$ cat src/rtl/ntt_pkg.sv
// Shared constants and types for the NTT modular add/subtract datapath.
// Latency: n/a (declarations only).
// Backpressure: n/a.
//
// WIDTH is the coefficient width and Q the modulus; Q < 2^(WIDTH-1) keeps
// a+b inside WIDTH bits and a-b inside a signed WIDTH+1-bit value.
package ntt_pkg;

    localparam int WIDTH = 16;
    localparam int Q     = 3329;

    // Reduced coefficient and raw (one guard bit) sum/difference.
    typedef logic [WIDTH-1:0] coeff_t;
    typedef logic [WIDTH:0]   wide_t;

    localparam coeff_t Q_COEFF = coeff_t'(Q);
    localparam wide_t  Q_WIDE  = wide_t'(Q);

    // Direction of the final conditional correction in mod_correct.
    typedef enum logic {
        CORR_SUB_Q = 1'b0,
        CORR_ADD_Q = 1'b1
    } corr_mode_e;

endpackage

$ cat src/rtl/ntt_mod_addsub_pipe_if.sv
// Operand/result handshake bundle for ntt_mod_addsub_pipe.
// Latency: n/a (wires only).
// Backpressure: valid/ready on both the operand side and the result side.
//
// Signals: valid_i/ready_o/a_i/b_i form the operand channel, valid_o/ready_i/
// sum_o/diff_o the result channel, err_o the sticky range-error flag.
// The slave modport is the datapath block, master is whatever drives it.
interface ntt_mod_addsub_pipe_if;
    import ntt_pkg::*;

    logic   valid_i;
    logic   ready_o;
    coeff_t a_i;
    coeff_t b_i;
    logic   valid_o;
    logic   ready_i;
    coeff_t sum_o;
    coeff_t diff_o;
    logic   err_o;

    modport master (
        output valid_i, a_i, b_i, ready_i,
        input  ready_o, valid_o, sum_o, diff_o, err_o
    );

    modport slave (
        input  valid_i, a_i, b_i, ready_i,
        output ready_o, valid_o, sum_o, diff_o, err_o
    );

endinterface

$ cat src/rtl/bk_adder.sv
// Brent-Kung parallel-prefix adder primitive, N bits with carry-in.
// Latency: purely combinational.
// Backpressure: none.
//
// Ports: a, b (N bits), cin; sum (N bits, carry-out dropped - callers size N
// so the carry they care about lands in the top sum bit).
module bk_adder #(
    parameter int N = 17
) (
    input  logic [N-1:0] a,
    input  logic [N-1:0] b,
    input  logic         cin,
    output logic [N-1:0] sum
);

    // Largest power of two strictly below N: first span of the down-sweep.
    function automatic int top_pow2(input int n);
        int d;
        d = 1;
        while (d * 2 < n) d = d * 2;
        return d;
    endfunction

    localparam int TOP = top_pow2(N);

    always_comb begin
        logic [N-1:0] g;
        logic [N-1:0] p;
        logic [N-1:0] gg;
        logic [N-1:0] pp;

        g  = a & b;
        p  = a ^ b;
        gg = g;
        pp = p;
        // Fold the carry-in into bit 0 so gg[i] becomes the carry out of bit i.
        gg[0] = g[0] | (p[0] & cin);

        // Up-sweep: build group (g,p) over power-of-two aligned spans.
        for (int d = 1; d < N; d = d * 2) begin
            for (int i = 2 * d - 1; i < N; i = i + 2 * d) begin
                gg[i] = gg[i] | (pp[i] & gg[i - d]);
                pp[i] = pp[i] & pp[i - d];
            end
        end

        // Down-sweep: fill the remaining prefixes from the completed spans.
        for (int d = TOP; d >= 1; d = d / 2) begin
            for (int i = 3 * d - 1; i < N; i = i + 2 * d) begin
                gg[i] = gg[i] | (pp[i] & gg[i - d]);
                pp[i] = pp[i] & pp[i - d];
            end
        end

        sum = p ^ {gg[N-2:0], cin};
    end

endmodule

$ cat src/rtl/mod_correct.sv
// Final modular correction: conditional subtract of Q (sum path) or
// conditional add of Q (difference path). Latency: combinational.
// Backpressure: none.
//
// Ports: raw (WIDTH+1-bit raw sum or two's-complement difference),
// res (reduced WIDTH-bit residue). MODE selects the correction direction.
module mod_correct
    import ntt_pkg::*;
#(
    parameter corr_mode_e MODE = CORR_SUB_Q
) (
    input  wide_t  raw,
    output coeff_t res
);

    wide_t addend;
    logic  carry_in;
    wide_t corrected;
    logic  take;

    if (MODE == CORR_SUB_Q) begin : g_sub
        // raw - Q as raw + ~Q + 1. raw < 2Q < 2^WIDTH, so the top bit of the
        // result is set exactly when raw < Q and the subtraction must be dropped.
        assign addend   = ~Q_WIDE;
        assign carry_in = 1'b1;
        assign take     = ~corrected[WIDTH];
    end else begin : g_add
        // A negative difference (sign bit set) lies in [-(Q-1), -1]; adding Q
        // brings it into range and the low WIDTH bits hold the residue.
        assign addend   = Q_WIDE;
        assign carry_in = 1'b0;
        assign take     = raw[WIDTH];
    end

    bk_adder #(
        .N (WIDTH + 1)
    ) u_adder (
        .a   (raw),
        .b   (addend),
        .cin (carry_in),
        .sum (corrected)
    );

    assign res = take ? corrected[WIDTH-1:0] : raw[WIDTH-1:0];

    // Each mode ignores one of the two top bits.
    logic unused_msbs;
    assign unused_msbs = raw[WIDTH] ^ corrected[WIDTH];

endmodule

$ cat src/rtl/ntt_mod_addsub_pipe.sv
// Pipelined modular add/subtract: (a+b) mod Q and (a-b) mod Q per pair.
// Latency: 2 cycles input transfer -> valid_o; 1 pair/cycle throughput.
// Backpressure: ready_o = s1 empty | s2 empty | ready_i (combinational, no skid).
//
// Ports: clk_i (rising edge), rst_i (synchronous, active-high), bus (slave
// modport of ntt_mod_addsub_pipe_if). Width and modulus come from ntt_pkg.
// Optional macro NTT_MOD_RANGE_CHECK_EN: sticky err_o when an accepted operand
// is >= Q; without it err_o is tied low and no comparators exist.
module ntt_mod_addsub_pipe
    import ntt_pkg::*;
(
    input  logic                  clk_i,
    input  logic                  rst_i,
    ntt_mod_addsub_pipe_if.slave  bus
);

    logic   s1_valid;
    logic   s2_valid;
    logic   s1_advance;
    logic   s2_advance;
    logic   in_xfer;

    wide_t  raw_sum_d;
    wide_t  raw_diff_d;
    wide_t  raw_sum_q;
    wide_t  raw_diff_q;

    coeff_t sum_d;
    coeff_t diff_d;
    coeff_t sum_q;
    coeff_t diff_q;

    // A stage may load when it is empty or its contents move on this cycle.
    assign s2_advance = !s2_valid || bus.ready_i;
    assign s1_advance = !s1_valid || s2_advance;
    assign in_xfer    = bus.valid_i && s1_advance;

    assign bus.ready_o = s1_advance;
    assign bus.valid_o = s2_valid;
    assign bus.sum_o   = sum_q;
    assign bus.diff_o  = diff_q;

    // Stage 1 arithmetic: zero-extended a+b and a + ~b + 1.
    bk_adder #(
        .N (WIDTH + 1)
    ) u_add_sum (
        .a   ({1'b0, bus.a_i}),
        .b   ({1'b0, bus.b_i}),
        .cin (1'b0),
        .sum (raw_sum_d)
    );

    bk_adder #(
        .N (WIDTH + 1)
    ) u_add_diff (
        .a   ({1'b0, bus.a_i}),
        .b   (~{1'b0, bus.b_i}),
        .cin (1'b1),
        .sum (raw_diff_d)
    );

    // Stage 2 arithmetic: bring both raw values back into [0, Q).
    mod_correct #(
        .MODE (CORR_SUB_Q)
    ) u_corr_sum (
        .raw (raw_sum_q),
        .res (sum_d)
    );

    mod_correct #(
        .MODE (CORR_ADD_Q)
    ) u_corr_diff (
        .raw (raw_diff_q),
        .res (diff_d)
    );

    always_ff @(posedge clk_i) begin
        if (rst_i) begin
            s1_valid   <= 1'b0;
            s2_valid   <= 1'b0;
            raw_sum_q  <= '0;
            raw_diff_q <= '0;
            sum_q      <= '0;
            diff_q     <= '0;
        end else begin
            if (s1_advance) begin
                s1_valid <= bus.valid_i;
            end
            if (in_xfer) begin
                raw_sum_q  <= raw_sum_d;
                raw_diff_q <= raw_diff_d;
            end
            if (s2_advance) begin
                s2_valid <= s1_valid;
                // Results only load from a live S1 so a bubble leaves them untouched.
                if (s1_valid) begin
                    sum_q  <= sum_d;
                    diff_q <= diff_d;
                end
            end
        end
    end

`ifdef NTT_MOD_RANGE_CHECK_EN
    logic err_q;

    always_ff @(posedge clk_i) begin
        if (rst_i) begin
            err_q <= 1'b0;
        end else if (in_xfer && ((bus.a_i >= Q_COEFF) || (bus.b_i >= Q_COEFF))) begin
            err_q <= 1'b1;
        end
    end

    assign bus.err_o = err_q;
`else
    assign bus.err_o = 1'b0;
`endif

endmodule

$ cat src/flat_wrapper.sv
// flat-port wrapper written by rule: the top's interface ports become plain ports
module ntt_mod_addsub_pipe_flat import ntt_pkg::*;
  (clk_i, rst_i, bus_valid_i, bus_a_i, bus_b_i, bus_ready_i, bus_ready_o, bus_valid_o, bus_sum_o, bus_diff_o, bus_err_o);
  ntt_mod_addsub_pipe_if bus_i ();
  input  logic clk_i;
  input  logic rst_i;
  input wire logic [$bits(bus_i.valid_i)-1:0] bus_valid_i;
  input wire logic [$bits(bus_i.a_i)-1:0] bus_a_i;
  input wire logic [$bits(bus_i.b_i)-1:0] bus_b_i;
  input wire logic [$bits(bus_i.ready_i)-1:0] bus_ready_i;
  output wire logic [$bits(bus_i.ready_o)-1:0] bus_ready_o;
  output wire logic [$bits(bus_i.valid_o)-1:0] bus_valid_o;
  output wire logic [$bits(bus_i.sum_o)-1:0] bus_sum_o;
  output wire logic [$bits(bus_i.diff_o)-1:0] bus_diff_o;
  output wire logic [$bits(bus_i.err_o)-1:0] bus_err_o;
  assign bus_i.valid_i = bus_valid_i;
  assign bus_i.a_i = bus_a_i;
  assign bus_i.b_i = bus_b_i;
  assign bus_i.ready_i = bus_ready_i;
  assign bus_ready_o = bus_i.ready_o;
  assign bus_valid_o = bus_i.valid_o;
  assign bus_sum_o = bus_i.sum_o;
  assign bus_diff_o = bus_i.diff_o;
  assign bus_err_o = bus_i.err_o;
  ntt_mod_addsub_pipe u_core (.clk_i(clk_i), .rst_i(rst_i), .bus(bus_i));
endmodule
$ cat config.mk
export PLATFORM = sky130hd
export DESIGN_NAME = ntt_mod_addsub_pipe_flat
export DESIGN_NICKNAME = d
export VERILOG_FILES = /design/src/rtl/ntt_pkg.sv /design/src/rtl/ntt_mod_addsub_pipe_if.sv /design/src/rtl/bk_adder.sv /design/src/rtl/mod_correct.sv /design/src/rtl/ntt_mod_addsub_pipe.sv /design/src/flat_wrapper.sv
export SDC_FILE = /design/constraint.sdc
export NUM_CORES = 1
export LEC_CHECK = 0
export CORE_MARGIN = 10
export CORE_UTILIZATION = 50
export DETAILED_ROUTE_END_ITERATION = 8
export PLACE_DENSITY = 0.75
export SETUP_SLACK_MARGIN = 0.05
export SLEW_MARGIN = 0
export SYNTH_ARGS = -nofsm -noshare
export SYNTH_HDL_FRONTEND = slang
export SYNTH_SLANG_ARGS = --single-unit
export TNS_END_PERCENT = 20
$ cat constraint.sdc
create_clock -name clk_i -period 4.35 [get_ports clk_i]
set_input_delay 1.305 -clock clk_i [delete_from_list [all_inputs] [get_ports clk_i]]
set_output_delay 1.305 -clock clk_i [all_outputs]
set_load 0.05 [all_outputs]
==> flow_metrics.py, run 1 <==
metrics = {
    "setup_path": {
        "required_ns": 4.63,
        "critical-path-max-stage-delay_ns": 0.43,
        "crit_family": "compound AO/OA/AOI/OAI gates",
        "critPathLaunchType": "input port",
        "timing_worst_setup_path_type": "in2reg",
        "r2r_start": "u_core.raw_sum_q[0]$_SDFFE_PP0P_",
        "cp_slowest_cell": "clkdlybuf4s50_1",
        "cp-end-kind": "flop",
        "path_buf_inv": 1,
        "crit_arrival_ns": 4.28,
        "crit_start": "bus_b_i[0]",
        "path_cells": "clkdlybuf4s50_1, ha_1, fa_1, nand2b_1, a21oi_1, a211oi_1, o21bai_1, o22ai_1, o31ai_1, fa_1, xnor2_1, nand2_1, a21oi_1",
        "rrSetupSlack_ns": 1.52,
        "path_max_fanout": 3,
    },
    "clock_network": {
        "cts_resized": 0,
        "cts_tree": "built",
        "clkSlewWorstSetupHoldPaths_ns": 0.07,
        "clk-insertion-delay-late_ns": 0.35,
        "cts_made_buffers": 9,
        "h-tree-depth": 3,
        "cts_root_buf": "clkbuf_8",
        "cts.sinks": 67,
        "clock_path_buffers": 2,
        "cts_setup_buffers": 0,
        "cts_hold_buf": 0,
    },
    "cells_and_area": {
        "seqCellArea_sq_um": 1341,
        "finalNetCount": 651,
        "n_antenna_cell": 0,
        "multi_input_area_sq_um": 2700,
        "drive_gt1_share_pct": 5.197,
        "fill_cells": 734,
        "syn_to_final_growth_pct": 20.81,
    },
    "job": {
        "maxCapViolCount": 0,
    },
    "logic_synthesis": {
        "synth_top_area_cell": "dfxtp_1",
        "async_flop_share_pct": 0,
        "syn_area_sq_um": 4347,
        "ys_seq_area_share_pct": 30.86,
        "syn_inst": 501,
        "synth_edf_count": 0,
        "synthTopCellsByCount": "dfxtp_1 (67), nor2_1 (52), ha_1 (46), inv_1 (46), nand2_1 (43)",
        "synthFlopType": "dfxtp_1",
        "synth-seq-cells": 67,
        "synth_most_common_cell": "dfxtp_1",
        "synth_area_leaders": "dfxtp_1 (31%), ha_1 (13%), fa_1 (7.4%), a211oi_1 (7.1%), nor2_1 (4.5%)",
        "synthDistinctLibCells": 49,
        "synth_top_area_share_pct": 30.86,
        "syn_avg_cell_area_sq_um": 8.676,
        "synth_fp_nets": 599,
        "yosysWarnings": 0,
    },
    "floorplanning": {
        "core_area_sq_um": 8341,
        "start_util_pct": 52.12,
        "die_y_um": 113.2,
        "dieArea_sq_um": 12820,
        "io_pins": 71,
        "die_w_um": 113.2,
        "rows": 33,
    },
    "power": {
        "power_density_nw_per_um2": 343.4,
        "combPwrFrac_pct": 31.3,
        "seqPwrFrac_pct": 40.2,
        "vdd_drop_max_v": 0.0001565,
        "switching_share_pct": 34.61,
        "p_sw_uw": 624.0,
        "clock_power_share_pct": 28.5,
        "p_leak_uw": 0.002243,
        "p_int_uw": 1179,
    },
    "place": {
        "place.gp.congestion": 0.8618,
        "dp_worst_setup_slack_ns": 0.002883,
        "hpwl_um": 7634,
        "port_buffers": 69,
    },
    "global_routing": {
        "grt_usage_pct": 15.27,
        "grt_start_max_net_pins": 49,
        "antenna_found_initial": 0,
        "grt_pass1_wl_um": 16660,
        "grt_pass1_vias": 3524,
        "gr-total-overflow": 0,
    },
    "detailed_routing": {
        "routedWlPerCell_um": 14.52,
        "drt-initial-drc-count": 202,
        "drtAntennaViolNets": 0,
        "routed_via_density": 5.410,
        "drt_pass1_iterations": 4,
        "totalWireLength_um": 9627,
        "remaining_drc_errors": 0,
        "vias": 3587,
    },
    "status": {
        "status": "finished clean",
    },
    "timing": {
        "setup_slack_ns": 0.3548,
        "rsz0062_at_grt": "no",
        "layout_min_cycle_time_ns": 3.995,
        "worst_pin_slew_ns": 1.019,
        "tns_ns": 0,
        "finalClockSkew_ns": 0.006201,
        "setup_viol": 0,
        "fmax_mhz": 250.3,
        "hold_viol_final": 0,
        "maxSlewViolCount": 0,
        "finalCritPeriodShare_pct": 91.84,
        "maxSlewHeadroom_pct": 32.00,
    },
    "hold_path": {
        "hold_start": "u_core.bus.diff_o[8]$_SDFFE_PP0P_",
        "hold_path_class": "reg2reg",
    },
}
## power groups by stage
stage          Clock (uW)  Sequential (uW)  Combinational, uW
6_report              514              725                564
4_1_cts               518              725                568
2_1_floorplan           0              805                333
3_5_place_dp            0              739                566
3_3_place_gp            0              735                557
5_1_grt               544              733                629
## tightest hold or removal path: stages, from the launching register on
cell and delay, ns:
dfxtp_1 0.32, nand2_1 0.05, a21oi_1 0.05
## per-stage QoR
stage,utilization (%),hold slack (ns),std cells,instance area [sq um],total power (uW)
2_1_floorplan,-,0.4363,501,4347,1138
5_1_grt,62.96,0.5006,663,5251,1906
3_5_place_dp,60.65,0.4618,647,5059,1305
3_3_place_gp,60.65,0.4510,647,5059,1292
4_1_cts,62.96,0.4698,663,5251,1811
6_report,62.96,0.4702,663,5251,1803
## final cells by class
type / instances / share of cell area, %
tap: 105 / 2.502
inverter: 46 / 3.288
sequential: 67 / 25.54
multi-input combinational: 356 / 51.42
timing repair buffer: 73 / 13.58
clock buffer: 10 / 2.621
clock inverter: 6 / 1.048
## registers in the layout, summed over array words and instances (netlist names)
name	cells
u_core.bus.diff_o	16
u_core.bus.sum_o	16
u_core.s1_valid	1
u_core.bus.valid_o	1
u_core.raw_sum_q	17
u_core.raw_diff_q	16
## cell usage in the layout, fill, tap and decap left out, types with 2 or more instances in the layout
cell	instances
o21bai_1	3
nor4_1	13
a31oi_1	3
a311oi_1	3
a211o_1	6
nand3_1	3
xor2_1	6
nor2b_1	4
or3_1	2
buf_4	5
clkbuf_8	10
and3_1	4
and4_1	6
nor3b_1	11
o21ai_0	4
ha_1	46
nand2_1	43
inv_1	46
fa_1	16
clkdlybuf4s50_1	67
clkinv_2	5
o211ai_1	2
dfxtp_1	67
nor2_1	52
o31ai_1	2
xnor2_1	16
a21oi_1	26
a211oi_1	41
mux2i_1	8
nor3_1	7
a21o_1	9
nand2b_1	3
## metal layers
layer | vias up | track usage, % | share of wire (%)
li1 | 1832 | - | -
met1 | 1648 | 20.23 | 47
met2 | 89 | 23.69 | 46
met3 | 18 | 2.853 | 5.2
met4 | 0 | 6.514 | 2.1
met5 | - | 0 | 0
## logic make-up (layout without fill, tap and decap cells)
group / Yosys count / in the layout / share of synthesized area [%]
DFF: 67 / 67 / 30.86
xor gates and xnor gates: 23 / 23 / 4.807
adders and majority gates: 62 / 62 / 20.61
muxes: 8 / 8 / 1.842
and+or+nand+nor: 155 / 155 / 17.44
AOI/OAI and AO/OA: 107 / 107 / 17.16
other: 1 / 1 / 0.08627
buffers and inverters: 78 / 135 / 7.196
## path summary, 6_finish.rpt
kind / depth (start not counted) / end
setup / recovery: 13 / u_core.raw_sum_q[15]$_SDFFE_PP0P_
hold / removal: 2 / u_core.bus.diff_o[8]$_SDFFE_PP0P_
hold reg to reg: 2 / u_core.bus.diff_o[8]$_SDFFE_PP0P_
setup reg to reg: 8 / u_core.bus.sum_o[8]$_SDFFE_PP0P_
Note: power is estimated with default switching activity, not from simulation.
==> run 2: changes to the inputs <==
--- a/config.mk
+++ b/config.mk
@@ -8,6 +8,7 @@
 export CORE_MARGIN = 10
 export CORE_UTILIZATION = 50
 export DETAILED_ROUTE_END_ITERATION = 8
+export HOLD_SLACK_MARGIN = 0.15
 export PLACE_DENSITY = 0.75
 export SETUP_SLACK_MARGIN = 0.05
 export SLEW_MARGIN = 0
==> results of run 2 <==
No change in the layout: final DEF, timing and power equal those of run 1.
==> run 3: changes to the inputs <==
--- a/config.mk
+++ b/config.mk
@@ -6,10 +6,10 @@
 export NUM_CORES = 1
 export LEC_CHECK = 0
 export CORE_MARGIN = 10
-export CORE_UTILIZATION = 50
+export CORE_UTILIZATION = 54
 export DETAILED_ROUTE_END_ITERATION = 8
 export HOLD_SLACK_MARGIN = 0.15
-export PLACE_DENSITY = 0.75
+export PLACE_DENSITY = 0.81
 export SETUP_SLACK_MARGIN = 0.05
 export SLEW_MARGIN = 0
 export SYNTH_ARGS = -nofsm -noshare
==> run 3 against run 2 <==
First-iteration DRC count unchanged. Utilization increased by 4.8 points. Cell area increased by 0.19%. Count of clock-buffer cells in the layout increased by 5. Critical endpoint is now u_core.raw_sum_q[13]$_SDFFE_PP0P_. Cell count decreased by 0.45%. Global-route usage increased by 1.4 points. Routed wire length decreased by 0.85%. Maximum frequency increased by 0.40%. Clock power increased by 4%.
==> flow_metrics.py, run 3 (same netlist as run 1, synthesis figures left out) <==
metrics = {
    "status": {
        "status": "finished clean",
    },
    "detailed_routing": {
        "remaining_drc_errors": 0,
        "routed_via_density": 5.423,
        "drt-initial-drc-count": 202,
        "totalWireLength_um": 9545,
        "vias": 3579,
        "routedWlPerCell_um": 14.46,
        "drt_pass1_iterations": 4,
        "drtAntennaViolNets": 0,
    },
    "floorplanning": {
        "start_util_pct": 55.96,
        "dieArea_sq_um": 12040,
        "io_pins": 71,
        "rows": 32,
        "die_w_um": 109.7,
        "core_area_sq_um": 7767,
        "die_y_um": 109.7,
    },
    "cells_and_area": {
        "fill_cells": 649,
        "top_register": "u_core.raw_sum_q",
        "finalNetCount": 651,
        "largest_reg_flops": 17,
        "syn_to_final_growth_pct": 21.04,
        "final_cell_mix": "clkdlybuf4s50_1 (67), dfxtp_1 (67), nor2_1 (52)",
        "drive_gt1_share_pct": 4.659,
        "n_antenna_cell": 0,
    },
    "clock_network": {
        "cts_made_buffers": 9,
        "clkSlewWorstSetupHoldPaths_ns": 0.07,
        "cts_setup_buffers": 0,
        "cts_hold_buf": 0,
        "h-tree-depth": 3,
        "cts_root_buf": "clkbuf_8",
        "clk-insertion-delay-late_ns": 0.34,
        "cts_tree": "built",
        "cts_resized": 0,
        "clock_path_buffers": 2,
        "cts.sinks": 67,
    },
    "timing": {
        "hold_ws_ns": 0.4715,
        "layout_min_cycle_time_ns": 3.979,
        "finalCritPeriodShare_pct": 91.48,
        "maxSlewViolCount": 0,
        "fmax_mhz": 251.3,
        "rsz0062_at_grt": "no",
        "maxSlewHeadroom_pct": 30.35,
        "tns_ns": 0,
        "setup_viol": 0,
        "finalClockSkew_ns": 0.006355,
        "hold_viol_final": 0,
        "worst_pin_slew_ns": 1.044,
    },
    "place": {
        "port_buffers": 69,
        "hpwl_um": 7611,
        "place.gp.congestion": 0.8692,
    },
    "hold_path": {
        "hold_depth": 2,
        "hold_start": "u_core.raw_sum_q[1]$_SDFFE_PP0P_",
        "hold_path_class": "reg2reg",
        "min_to": "u_core.raw_sum_q[1]$_SDFFE_PP0P_",
    },
    "global_routing": {
        "grt_usage_pct": 16.63,
        "grt_pass1_wl_um": 16530,
        "grt_start_max_net_pins": 49,
        "antenna_found_initial": 0,
        "gr-total-overflow": 0,
        "grt_pass1_vias": 3559,
    },
    "power": {
        "p_leak_uw": 0.002242,
        "vdd_drop_max_v": 0.0001825,
        "finalPower_uw": 1824,
        "power_density_nw_per_um2": 346.7,
    },
    "setup_path": {
        "path_max_fanout": 3,
        "r2r_end": "u_core.bus.sum_o[8]$_SDFFE_PP0P_",
        "r2r_start": "u_core.raw_sum_q[0]$_SDFFE_PP0P_",
        "timing_worst_setup_path_type": "in2reg",
        "critPathLaunchType": "input port",
        "worst-r2r-cell-count": 8,
        "rrSetupSlack_ns": 1.49,
        "cp-end-kind": "flop",
        "required_ns": 4.62,
        "crit_arrival_ns": 4.25,
    },
    "job": {
        "maxCapViolCount": 0,
    },
}
run 3: changes by cell type in the layout (fill, tap and decap cells not counted):
cell	change
clkbuf_1	+3
clkbuf_8	+2
clkinv_2	-5
run 3: critical path, stage by stage:
cell	delay [ns]
clkdlybuf4s50_1	0.43
ha_1	0.22
fa_1	0.38
nand2b_1	0.08
a21oi_1	0.08
a211oi_1	0.37
o21bai_1	0.16
o22ai_1	0.32
inv_1	0.10
fa_1	0.38
xnor2_1	0.18
nand2_1	0.08
a21oi_1	0.16
run 3: through the flow:
step | instances | worst slack, ns | util, % | cell area (sq um)
2_1_floorplan | 501 | 0.7352 | - | 4347
3_3_place_gp | 644 | 0.1255 | 65.08 | 5055
3_5_place_dp | 644 | 0.02612 | 65.08 | 5055
4_1_cts | 660 | 0.3936 | 67.74 | 5261
5_1_grt | 660 | 0.1366 | 67.74 | 5261
6_report | 660 | 0.3707 | 67.74 | 5261
run 3: area by class of cell:
cell class              count  area (sq um)  area share (%)
well taps                 102         127.6           2.426
clock buffers              15         176.4           3.353
inverters                  46         172.7           3.282
repair buffers             73         713.2           13.56
multi-input cells         356          2700           51.32
flip-flops and latches     67          1341           25.49
clock inverters             1         30.03          0.5707
run 3: report_power, final:
| group | internal, uW | switching [uW] |
|---|---|---|
| registers | 671 | 53.4 |
| clock network | 313 | 220 |
| logic | 234 | 333 |
| total | 1220 | 606 |
run 3: per-layer routing:
layer  vias to the layer above  track usage, %  part of all wire (%)
met2                        91           27.00                    47
met3                        12           3.160                   5.0
met4                         0           5.297                   1.3
met5                         -               0                     0
met1                      1643           21.83                    46
li1                       1833               -                     -
run 3: how the worst max path moves through the flow:
| stage | startpoint | endpoint | slack [ns] | depth (start not counted) |
|---|---|---|---|---|
| floorplan | bus_b_i[9] | u_core.raw_sum_q[15]$_SDFFE_PP0P_ | 0.74 | 12 |
| detailed placement | bus_b_i[0] | u_core.raw_sum_q[13]$_SDFFE_PP0P_ | 0.03 | 13 |
| finish | bus_b_i[0] | u_core.raw_sum_q[13]$_SDFFE_PP0P_ | 0.37 | 13 |
| CTS | bus_b_i[0] | u_core.raw_sum_q[13]$_SDFFE_PP0P_ | 0.39 | 13 |
| global route | bus_b_i[0] | u_core.raw_sum_q[13]$_SDFFE_PP0P_ | 0.14 | 13 |
| global placement | bus_b_i[0] | u_core.raw_sum_q[15]$_SDFFE_PP0P_ | 0.13 | 13 |
